<file path="config.mk">
export PLATFORM = sky130hd
export DESIGN_NAME = adc_sample_capture
export DESIGN_NICKNAME = d
export VERILOG_FILES = /design/src/rtl/modem_defn_pkg.sv /design/src/rtl/sync_fifo.sv /design/src/rtl/adc_sample_capture.sv
export SDC_FILE = /design/constraint.sdc
export NUM_CORES = 1
export LEC_CHECK = 0
export ABC_AREA = 1
export CAP_MARGIN = 10
export CORE_MARGIN = 2
export CORE_UTILIZATION = 60
export CTS_CLUSTER_DIAMETER = 100
export DETAILED_ROUTE_END_ITERATION = 10
export PLACE_DENSITY = 0.79
export SYNTH_ARGS = -nofsm -noshare
export SYNTH_HDL_FRONTEND = slang
export SYNTH_HIERARCHICAL = 1
export SYNTH_SLANG_ARGS = --single-unit
</file>
<file path="constraint.sdc">
create_clock -name clk -period 3.5 [get_ports clk]
set_clock_uncertainty 0.2 [all_clocks]
set_input_delay 1.05 -clock clk [delete_from_list [all_inputs] [get_ports clk]]
set_output_delay 1.05 -clock clk [all_outputs]
set_load 0.05 [all_outputs]
</file>
<file path="src/rtl/modem_defn_pkg.sv">
`default_nettype none
// ============================================================================
//  Module   : modem_defn_pkg
//  Purpose  : Shared modem receive-path types and constants (ADC capture FSM
//             states, capture FIFO entry layout, default ADC/packet sizes).
//  Revision : 1.0  initial release
// ============================================================================
package modem_defn_pkg;

    localparam int CAP_ADC_WIDTH = 14;
    localparam int CAP_PKT_LEN   = 500;

    typedef enum logic [1:0] {
        IDLE    = 2'd0,
        CAPTURE = 2'd1,
        DRAIN   = 2'd2
    } adc_cap_state_e;

    typedef struct packed {
        logic                     sop;
        logic                     eop;
        logic [CAP_ADC_WIDTH-1:0] data;
    } adc_cap_entry_t;

endpackage
`default_nettype wire

</file>
<file path="src/rtl/sync_fifo.sv">
`default_nettype none
// ============================================================================
//  Module   : sync_fifo
//  Purpose  : Single-clock FIFO with first-word-fall-through read data.
//  Revision : 1.0  initial release
// ============================================================================
module sync_fifo #(
    parameter int WIDTH = 16,
    parameter int DEPTH = 16
) (
    input  logic             clk,
    input  logic             rst_n,
    input  logic             push,
    input  logic [WIDTH-1:0] wdata,
    input  logic             pop,
    output logic [WIDTH-1:0] rdata,
    output logic             full,
    output logic             empty
);

    localparam int AW = $clog2(DEPTH);

    logic [WIDTH-1:0] r_mem [DEPTH];
    logic [AW:0]      r_wr_ptr;
    logic [AW:0]      r_rd_ptr;
    logic             w_do_pop;
    logic             w_do_push;

    // Extra pointer MSB distinguishes full from empty when the indices match.
    assign empty     = (r_wr_ptr == r_rd_ptr);
    assign full      = (r_wr_ptr[AW] != r_rd_ptr[AW]) &&
                       (r_wr_ptr[AW-1:0] == r_rd_ptr[AW-1:0]);
    assign w_do_pop  = pop && !empty;
    assign w_do_push = push && (!full || w_do_pop);
    assign rdata     = r_mem[r_rd_ptr[AW-1:0]];

    always_ff @(posedge clk) begin
        if (w_do_push) begin
            r_mem[r_wr_ptr[AW-1:0]] <= wdata;
        end
    end

    always_ff @(posedge clk) begin
        if (!rst_n) begin
            r_wr_ptr <= '0;
            r_rd_ptr <= '0;
        end else begin
            if (w_do_push) begin
                r_wr_ptr <= r_wr_ptr + 1'b1;
            end
            if (w_do_pop) begin
                r_rd_ptr <= r_rd_ptr + 1'b1;
            end
        end
    end

endmodule
`default_nettype wire

</file>
<file path="src/rtl/adc_sample_capture.sv">
`default_nettype none
// ============================================================================
//  Module   : adc_sample_capture
//  Purpose  : Frames ADC samples into fixed-length SOP/EOP packets, buffers
//             them in a FIFO and streams them out on valid/ready.
//             Define ADC_CAP_PEAK_EN to add the per-packet |sample| peak output.
//  Revision : 1.0  initial release
// ============================================================================
module adc_sample_capture
    import modem_defn_pkg::*;
#(
    parameter int ADC_WIDTH     = CAP_ADC_WIDTH,
    parameter int PKT_LEN       = CAP_PKT_LEN,
    parameter int FIFO_DEPTH    = 16,
    parameter int PKT_CNT_WIDTH = 16
) (
    input  logic                     clk,
    input  logic                     rst_n,
    input  logic                     en_i,
    input  logic [ADC_WIDTH-1:0]     adc_data_i,
    input  logic                     adc_valid_i,
    output logic [ADC_WIDTH-1:0]     m_data_o,
    output logic                     m_valid_o,
    input  logic                     m_ready_i,
    output logic                     m_sop_o,
    output logic                     m_eop_o,
    output logic [PKT_CNT_WIDTH-1:0] pkt_count_o,
    output logic                     overflow_o,
    input  logic                     clr_ovf_i,
    output logic                     busy_o
`ifdef ADC_CAP_PEAK_EN
    ,
    output logic [ADC_WIDTH-1:0]     peak_o
`endif
);

    localparam int IDX_W = $clog2(PKT_LEN);

    typedef struct packed {
        logic                 sop;
        logic                 eop;
        logic [ADC_WIDTH-1:0] data;
    } entry_t;

    adc_cap_state_e     r_state;
    logic [IDX_W-1:0]   r_idx;
    entry_t             r_stage;
    logic               r_stage_vld;

    logic               w_accept;
    logic               w_last;
    logic               w_pop;
    logic               w_drop;
    logic               w_full;
    logic               w_empty;
    logic [ADC_WIDTH+1:0] w_rd_raw;
    entry_t             w_rd;

    assign w_last = (r_idx == IDX_W'(PKT_LEN - 1));

    // Once a packet has started, en_i is ignored until its EOP sample.
    always_comb begin
        w_accept = 1'b0;
        case (r_state)
            IDLE:    w_accept = en_i && adc_valid_i;
            CAPTURE: w_accept = adc_valid_i && (en_i || (r_idx != '0));
            default: w_accept = 1'b0;
        endcase
    end

    always_ff @(posedge clk) begin
        if (!rst_n) begin
            r_state     <= IDLE;
            r_idx       <= '0;
            r_stage     <= '0;
            r_stage_vld <= 1'b0;
        end else begin
            r_stage_vld <= w_accept;
            if (w_accept) begin
                r_stage.sop  <= (r_idx == '0);
                r_stage.eop  <= w_last;
                r_stage.data <= adc_data_i;
                r_idx        <= w_last ? '0 : r_idx + 1'b1;
            end
            case (r_state)
                IDLE: begin
                    if (w_accept) begin
                        r_state <= CAPTURE;
                    end
                end
                CAPTURE: begin
                    if (!en_i && ((r_idx == '0) || (w_accept && w_last))) begin
                        r_state <= DRAIN;
                    end
                end
                DRAIN: begin
                    if (w_empty && !r_stage_vld) begin
                        r_state <= IDLE;
                    end
                end
                default: r_state <= IDLE;
            endcase
        end
    end

    sync_fifo #(
        .WIDTH (ADC_WIDTH + 2),
        .DEPTH (FIFO_DEPTH)
    ) u_fifo (
        .clk   (clk),
        .rst_n (rst_n),
        .push  (r_stage_vld),
        .wdata (r_stage),
        .pop   (w_pop),
        .rdata (w_rd_raw),
        .full  (w_full),
        .empty (w_empty)
    );

    assign w_rd      = w_rd_raw;
    assign w_pop     = m_valid_o && m_ready_i;
    assign w_drop    = r_stage_vld && w_full && !w_pop;

    // Gate the unreset FIFO storage so outputs read zero while empty.
    assign m_valid_o = !w_empty;
    assign m_data_o  = w_empty ? '0 : w_rd.data;
    assign m_sop_o   = !w_empty && w_rd.sop;
    assign m_eop_o   = !w_empty && w_rd.eop;
    assign busy_o    = (r_state != IDLE);

    always_ff @(posedge clk) begin
        if (!rst_n) begin
            overflow_o  <= 1'b0;
            pkt_count_o <= '0;
        end else begin
            if (w_drop) begin
                overflow_o <= 1'b1;
            end else if (clr_ovf_i) begin
                overflow_o <= 1'b0;
            end
            if (w_pop && w_rd.eop) begin
                pkt_count_o <= pkt_count_o + 1'b1;
            end
        end
    end

`ifdef ADC_CAP_PEAK_EN
    logic [ADC_WIDTH-1:0] r_run_max;
    logic                 r_peak_load;
    logic [ADC_WIDTH-1:0] w_abs;

    // Magnitude of the most negative code is 2^(ADC_WIDTH-1), still in range unsigned.
    assign w_abs = adc_data_i[ADC_WIDTH-1] ? (~adc_data_i + 1'b1) : adc_data_i;

    always_ff @(posedge clk) begin
        if (!rst_n) begin
            r_run_max   <= '0;
            r_peak_load <= 1'b0;
            peak_o      <= '0;
        end else begin
            r_peak_load <= w_accept && w_last;
            if (w_accept) begin
                r_run_max <= ((r_idx == '0) || (w_abs > r_run_max)) ? w_abs : r_run_max;
            end
            if (r_peak_load) begin
                peak_o <= r_run_max;
            end
        end
    end
`endif

endmodule
`default_nettype wire

</file>
After elaboration in Yosys (flattened, before gate mapping):

Memories as Yosys holds them, arrays and structs flattened. A register that Yosys moved wholly into a read port is not among the register bits.
Cells that the tools add are included.

* add/subtract/negate cells: 4
* $mul: 0
* div/mod/pow operators: 0
* $lt $le $gt $ge: 0
* equality and inequality tests: 9
* shifts and indexed selects: 0
* mux-type cells: 13
* bitwise operators: 0
* reduce and logical (&&, ||, !) cells: 28

Operators by type and width (number)
* adder 16 x 1 -> 16 bit, second input constant: 1
* logical AND 1 bit: 14
* two-way mux 14 bit: 1
* adder 5 x 1 -> 5 bit, second input constant: 2
* adder 9 x 1 -> 9 bit, second input constant: 1
* equality test 9 bit, second input constant: 1
* logical NOT 9 bit: 1
* two-way mux 9 bit: 1
* nonzero test 9 bit: 1
* two-way mux 4 bit: 2
* two-way mux 2 bit: 3
* inequality test 2 bit, second input constant: 3
* one-hot mux 2 bit (3 select lines): 1
* equality test 5 bit: 1
* logical NOT 1 bit: 5
* equality test 4 bit: 1
* two-way mux 1 bit: 4
* nonzero test 2 bit: 2
* logical OR 1 bit: 3
* AND reduction 3 bit: 1
* equality test 2 x 1 -> 1 bit, second input constant: 1
* equality test 2 bit, second input constant: 1
* logical NOT 2 bit: 1
* one-hot mux 1 bit (2 select lines): 1
* inequality test 1 bit: 1

* flip-flop bits (word level): 55
* bits in latches: 0
* bits in writable memories: 256
* bits in read-only memories: 0
* output and inout bits: 35
* memories: 1

Memory list
* u_fifo.r_mem: words 16, width 16, read ports 1, clocked after Yosys merged registers in 1, write ports 1, RTL line sync_fifo.sv:23 `logic [WIDTH-1:0] r_mem [DEPTH];`

Depth between registers and ports, before layout:

* word-level depth: 9
* depth in mapped cells: 17
* mapped depth without buffers: 14

Cells and area by module:

The synthesis kept the hierarchy.

By module, submodules not included
* sync_fifo: times used 1, cells an instance 865, area an instance 10826.6 um^2, sequential area each 7967.6 um^2
* adc_sample_capture: times used 1, cells an instance 341, area an instance 2338.5 um^2, sequential area each 900.9 um^2

Worst setup path before layout:

OpenSTA, ideal clock, no wires.

* path type: register -> output
* start: register with a tool-made name
* end: output m_eop_o
* arrival time: 1.934 ns
* data required time: 2.250 ns
* setup slack: 0.316 ns
* stages on the path, launching flop included: 9
* path buffers: 2
* cells stage by stage: dfxtp_1 buf_2 buf_1 o21ai_0 o211ai_1 o211ai_1 nand2_1 inv_1 nor2_1

RTL lines
* to (decl): RTL line adc_sample_capture.sv:26 `output logic m_eop_o,`

==> impl_summary.log <==
[metrics] outcome: complete, but fails checks
[metrics] failing checks: negative setup slack
[metrics] setup repair after global routing missed its margin: true
[metrics] FILL cells: 1,330
[metrics] part of the total power dissipated in the clock network: 36.0%
[metrics] site row count: 54
[metrics] number of top-level pins: 55
[metrics] net count reported at finish: 1,331
[metrics] clock sink total: 315
[metrics] total die area: around 0.023 mm²
[metrics] Int Pwr: 6.52 mW
[metrics] number of buffers inserted during clock tree synthesis: 30
[metrics] worst reg2reg path depth: 15
[metrics] Post-synth ARST share: 0%
[metrics] total power divided by cell area: between 500 and 600 mW/mm²
[metrics] htree depth: 1
[metrics] fraction of final layout cells with drive strength greater than 1: between 10% and 20%
[metrics] number of cells in the finished layout apart from fillers: 1,606
[metrics] remaining antenna violation count after routing: 0
[metrics] wire length of the first global-routing pass: roughly 56 mm
[metrics] Slew Viols, Final: 0
[metrics] vertical die dimension: 152 µm
[metrics] share of synthesized area occupied by flip-flops and latches: about two thirds
[metrics] cell with the most instances after synthesis: sky130_fd_sc_hd__nor2_1
[metrics] number of flip-flops and latches in the synthesized netlist: about 320
[metrics] worst setup path class: reg2out
[metrics] data required time of the worst path: 2.25 ns
[metrics] Hold Slack: 0.278 ns
[metrics] TritonRoute pass-1 iters: 6
[metrics] post-route core utilization: between 70% and 80%
[metrics] port bufs: 54
[metrics] Floorplan Core Area: 0.0217 mm²
[metrics] top fanout value on the critical path: 6
[metrics] sequential cell fraction of total power: between 50% and 60%
[metrics] element type at the critical path start: flop
[metrics] residual DRC count: 0
[metrics] number of inserted diodes: 0
[metrics] Layout Area Growth over Synthesis: 23.2%
[metrics] fin worst setup slack: -0.216 ns
[metrics] clock tree root buffer cell: sky130_fd_sc_hd__clkbuf_16
[metrics] number of global-route vias before repair: 9,781
[metrics] top post-synthesis cells by count: 284 x sky130_fd_sc_hd__nor2_1, 256 x sky130_fd_sc_hd__edfxtp_1, 121 x sky130_fd_sc_hd__o21ai_0
[metrics] clock tree from TritonCTS: yes
[metrics] Max Buffers Root-to-Sink: 3
[metrics] Die X: ~150 µm
[metrics] net count of the mapped netlist: 1,234
[metrics] proportion of netlist area held by the largest area contributor: about three fifths
[metrics] final non-filler cell area: between 0.015 and 0.02 mm²
[metrics] Post-Place Cells: 1,515
[metrics] placer congestion estimate: 0.874
[metrics] Leak: 5.58 nW
[metrics] switching power share of the total: between 20% and 30%
[metrics] number of violations reported at the end of detailed-routing iteration 0: 1,180
[metrics] starting utilization of the core area: 60.7%
[metrics] placement-stage worst setup slack: 0.186 ns
[metrics] all-layer global routing usage: 31.2%
[metrics] total number of yosys warnings: 6
[metrics] Tightest Pin Transition: 0.966 ns
[metrics] worst-skew pair later-pin latency: ~0.56 ns
[metrics] clock period minus worst slack: around 3.7 ns
[metrics] DRT Wirelength: 37.5 mm
[metrics] CP Data Arrival Time: around 2.5 ns
[metrics] cell area after placement: 0.0144 mm²
[metrics] setup TNS: -1.47 ns
[metrics] Worst VDD drop: 0.590 mV
[metrics] ys flop type: sky130_fd_sc_hd__edfxtp_1
[metrics] Syn Area/Cell: 10.9 µm²
[metrics] worst slew margin relative to its limit: between 30% and 40%
[metrics] combinational cell fraction of total power: 13.3%
[metrics] Overflow after GRT: 0
[metrics] Peak Freq: between 200 and 300 MHz
[metrics] Wirelength per Cell: between 20 and 25 µm
[metrics] maximum number of pins on one net before global-route repair: between 40 and 50
[metrics] clock transition at the register clock pins on the worst setup and hold paths after CTS: 0.06 ns
[metrics] total count of hold-check failures in the final report: 0
[metrics] detailed placement HPWL: 19.6 mm
[metrics] Power, Total: around 8.8 mW
[metrics] total number of vias: roughly 10,000
[metrics] synth unique cells: 41
[metrics] Mapped Area: 0.0132 mm²
[metrics] top cells by area, synth: sky130_fd_sc_hd__edfxtp_1 58%, sky130_fd_sc_hd__dfxtp_1 9.0%, sky130_fd_sc_hd__nor2_1 8.1%
[metrics] via count normalized by instance count: 6.29
[metrics] hold crit path type: reg2reg
[metrics] top cell type by total area after synthesis: sky130_fd_sc_hd__edfxtp_1
[metrics] number of enable-type register cells in the synthesized netlist: 256
[metrics] antenna violations before repair: 1
[metrics] net load switching power: 2.32 mW
[metrics] crit end category: output port
[metrics] final setup violating endpoints: 16
[metrics] max cap viols: 0
[metrics] post-synthesis instance total: 1,206
[metrics] count of cells along the worst hold path: 2
[metrics] part of the cycle the worst path needs: 106%
-- power groups by stage --
stage | clock network (mW) | registers [mW] | logic [mW]
finish | 3.18 | 4.49 | 1.18
global route | 3.34 | 4.50 | 1.25
CTS | 3.18 | 4.48 | 1.12
detailed placement | 0 | 4.56 | 0.962
global placement | 0 | 4.55 | 0.942
floorplan | 0 | 4.42 | 0.661
-- flip-flops by register name, summed over array words and instances (netlist names), named ones only --
register         flops
r_stage_vld          1
u_fifo/r_mem       256
u_fifo/r_wr_ptr      5
r_state              2
u_fifo/r_rd_ptr      5
overflow_o           1
pkt_count_o         16
r_idx                9
r_stage             16
-- cell type report --
| type | instances | area [µm²] | area share, % |
|---|---|---|---|
| timing repair buffer | 126 | 1810 | 11.2 |
| clock buffer | 46 | 903 | 5.57 |
| tap | 280 | 350 | 2.16 |
| multi-input combinational | 758 | 3910 | 24.1 |
| timing repair inverter | 1 | 7.51 | 0.0463 |
| inverter | 71 | 294 | 1.81 |
| sequential | 315 | 8880 | 54.7 |
| clock inverter | 9 | 71.3 | 0.440 |
-- final timing paths --
kind | startpoint | endpoint | slack [ns]
setup / recovery | flop | m_data_o[13] | -0.22
setup reg to reg | flop | pkt_count_o[13] | 0.66
hold reg to reg | overflow_o | overflow_o | 0.28
hold / removal | overflow_o | overflow_o | 0.28
-- metal layers --
metal	global-route usage, %	wire length [µm]	vias to the layer above
li1	-	-	4409
met1	41.5	13500	4756
met2	51.5	17900	797
met3	5.85	4440	132
met4	12.2	1650	0
met5	0	0	-
-- cells in the final DEF, fill, tap and decap left out, types with 3 or more instances in the layout --
cell type                           n
sky130_fd_sc_hd__nor3_1            13
sky130_fd_sc_hd__clkbuf_16         35
sky130_fd_sc_hd__nor2_4             4
sky130_fd_sc_hd__nand3b_1           5
sky130_fd_sc_hd__ha_1               8
sky130_fd_sc_hd__a21oi_1           31
sky130_fd_sc_hd__nand4_1            3
sky130_fd_sc_hd__buf_16            13
sky130_fd_sc_hd__nand3_1           43
sky130_fd_sc_hd__nor2_2            40
sky130_fd_sc_hd__nand2_2           10
sky130_fd_sc_hd__dfxtp_1           57
sky130_fd_sc_hd__nand2_1           99
sky130_fd_sc_hd__buf_4             26
sky130_fd_sc_hd__o21ai_0           91
sky130_fd_sc_hd__inv_1             53
sky130_fd_sc_hd__o21ai_1           54
sky130_fd_sc_hd__clkinvlp_4         3
sky130_fd_sc_hd__inv_2             12
sky130_fd_sc_hd__clkbuf_8           5
sky130_fd_sc_hd__buf_8              4
sky130_fd_sc_hd__o211ai_1          65
sky130_fd_sc_hd__xnor2_1            4
sky130_fd_sc_hd__o21ai_2           17
sky130_fd_sc_hd__clkbuf_1           9
sky130_fd_sc_hd__nor2_1           245
sky130_fd_sc_hd__xor2_1            10
sky130_fd_sc_hd__clkdlybuf4s50_1   37
sky130_fd_sc_hd__clkinv_2           7
sky130_fd_sc_hd__buf_6             14
sky130_fd_sc_hd__buf_12            28
sky130_fd_sc_hd__edfxtp_1         256
-- timing repair --
action                                  4_1_cts  5_1_grt
buffers inserted                             19        1
endpoints found under the setup margin       16       16
endpoints found under the hold margin         0        0
pin swaps                                    40       34
resized for setup                            92       28
cloned                                       13        3
hold buffers                                  0        0
-- critical path, cell delays in order, from the launching register on --
cell	delay (ns)
sky130_fd_sc_hd__dfxtp_4	0.38
sky130_fd_sc_hd__clkinv_8	0.10
sky130_fd_sc_hd__buf_12	0.15
sky130_fd_sc_hd__buf_4	0.15
sky130_fd_sc_hd__nor2_1	0.06
sky130_fd_sc_hd__nor2_1	0.17
sky130_fd_sc_hd__o21ai_1	0.13
sky130_fd_sc_hd__o211ai_1	0.14
sky130_fd_sc_hd__nand3_1	0.17
sky130_fd_sc_hd__nand2_1	0.14
sky130_fd_sc_hd__inv_1	0.04
sky130_fd_sc_hd__nor2_1	0.11
sky130_fd_sc_hd__buf_6	0.17
-- cell families after synthesis --
group / Yosys count / share of synthesized area, %
buf+inv: 133 / 4.55
flops: 315 / 67.4
simple gates: 473 / 15.1
fa+ha+maj: 8 / 0.760
compound gates: 263 / 11.3
xor+xnor: 14 / 0.931
(Power assumes the default switching activity.)
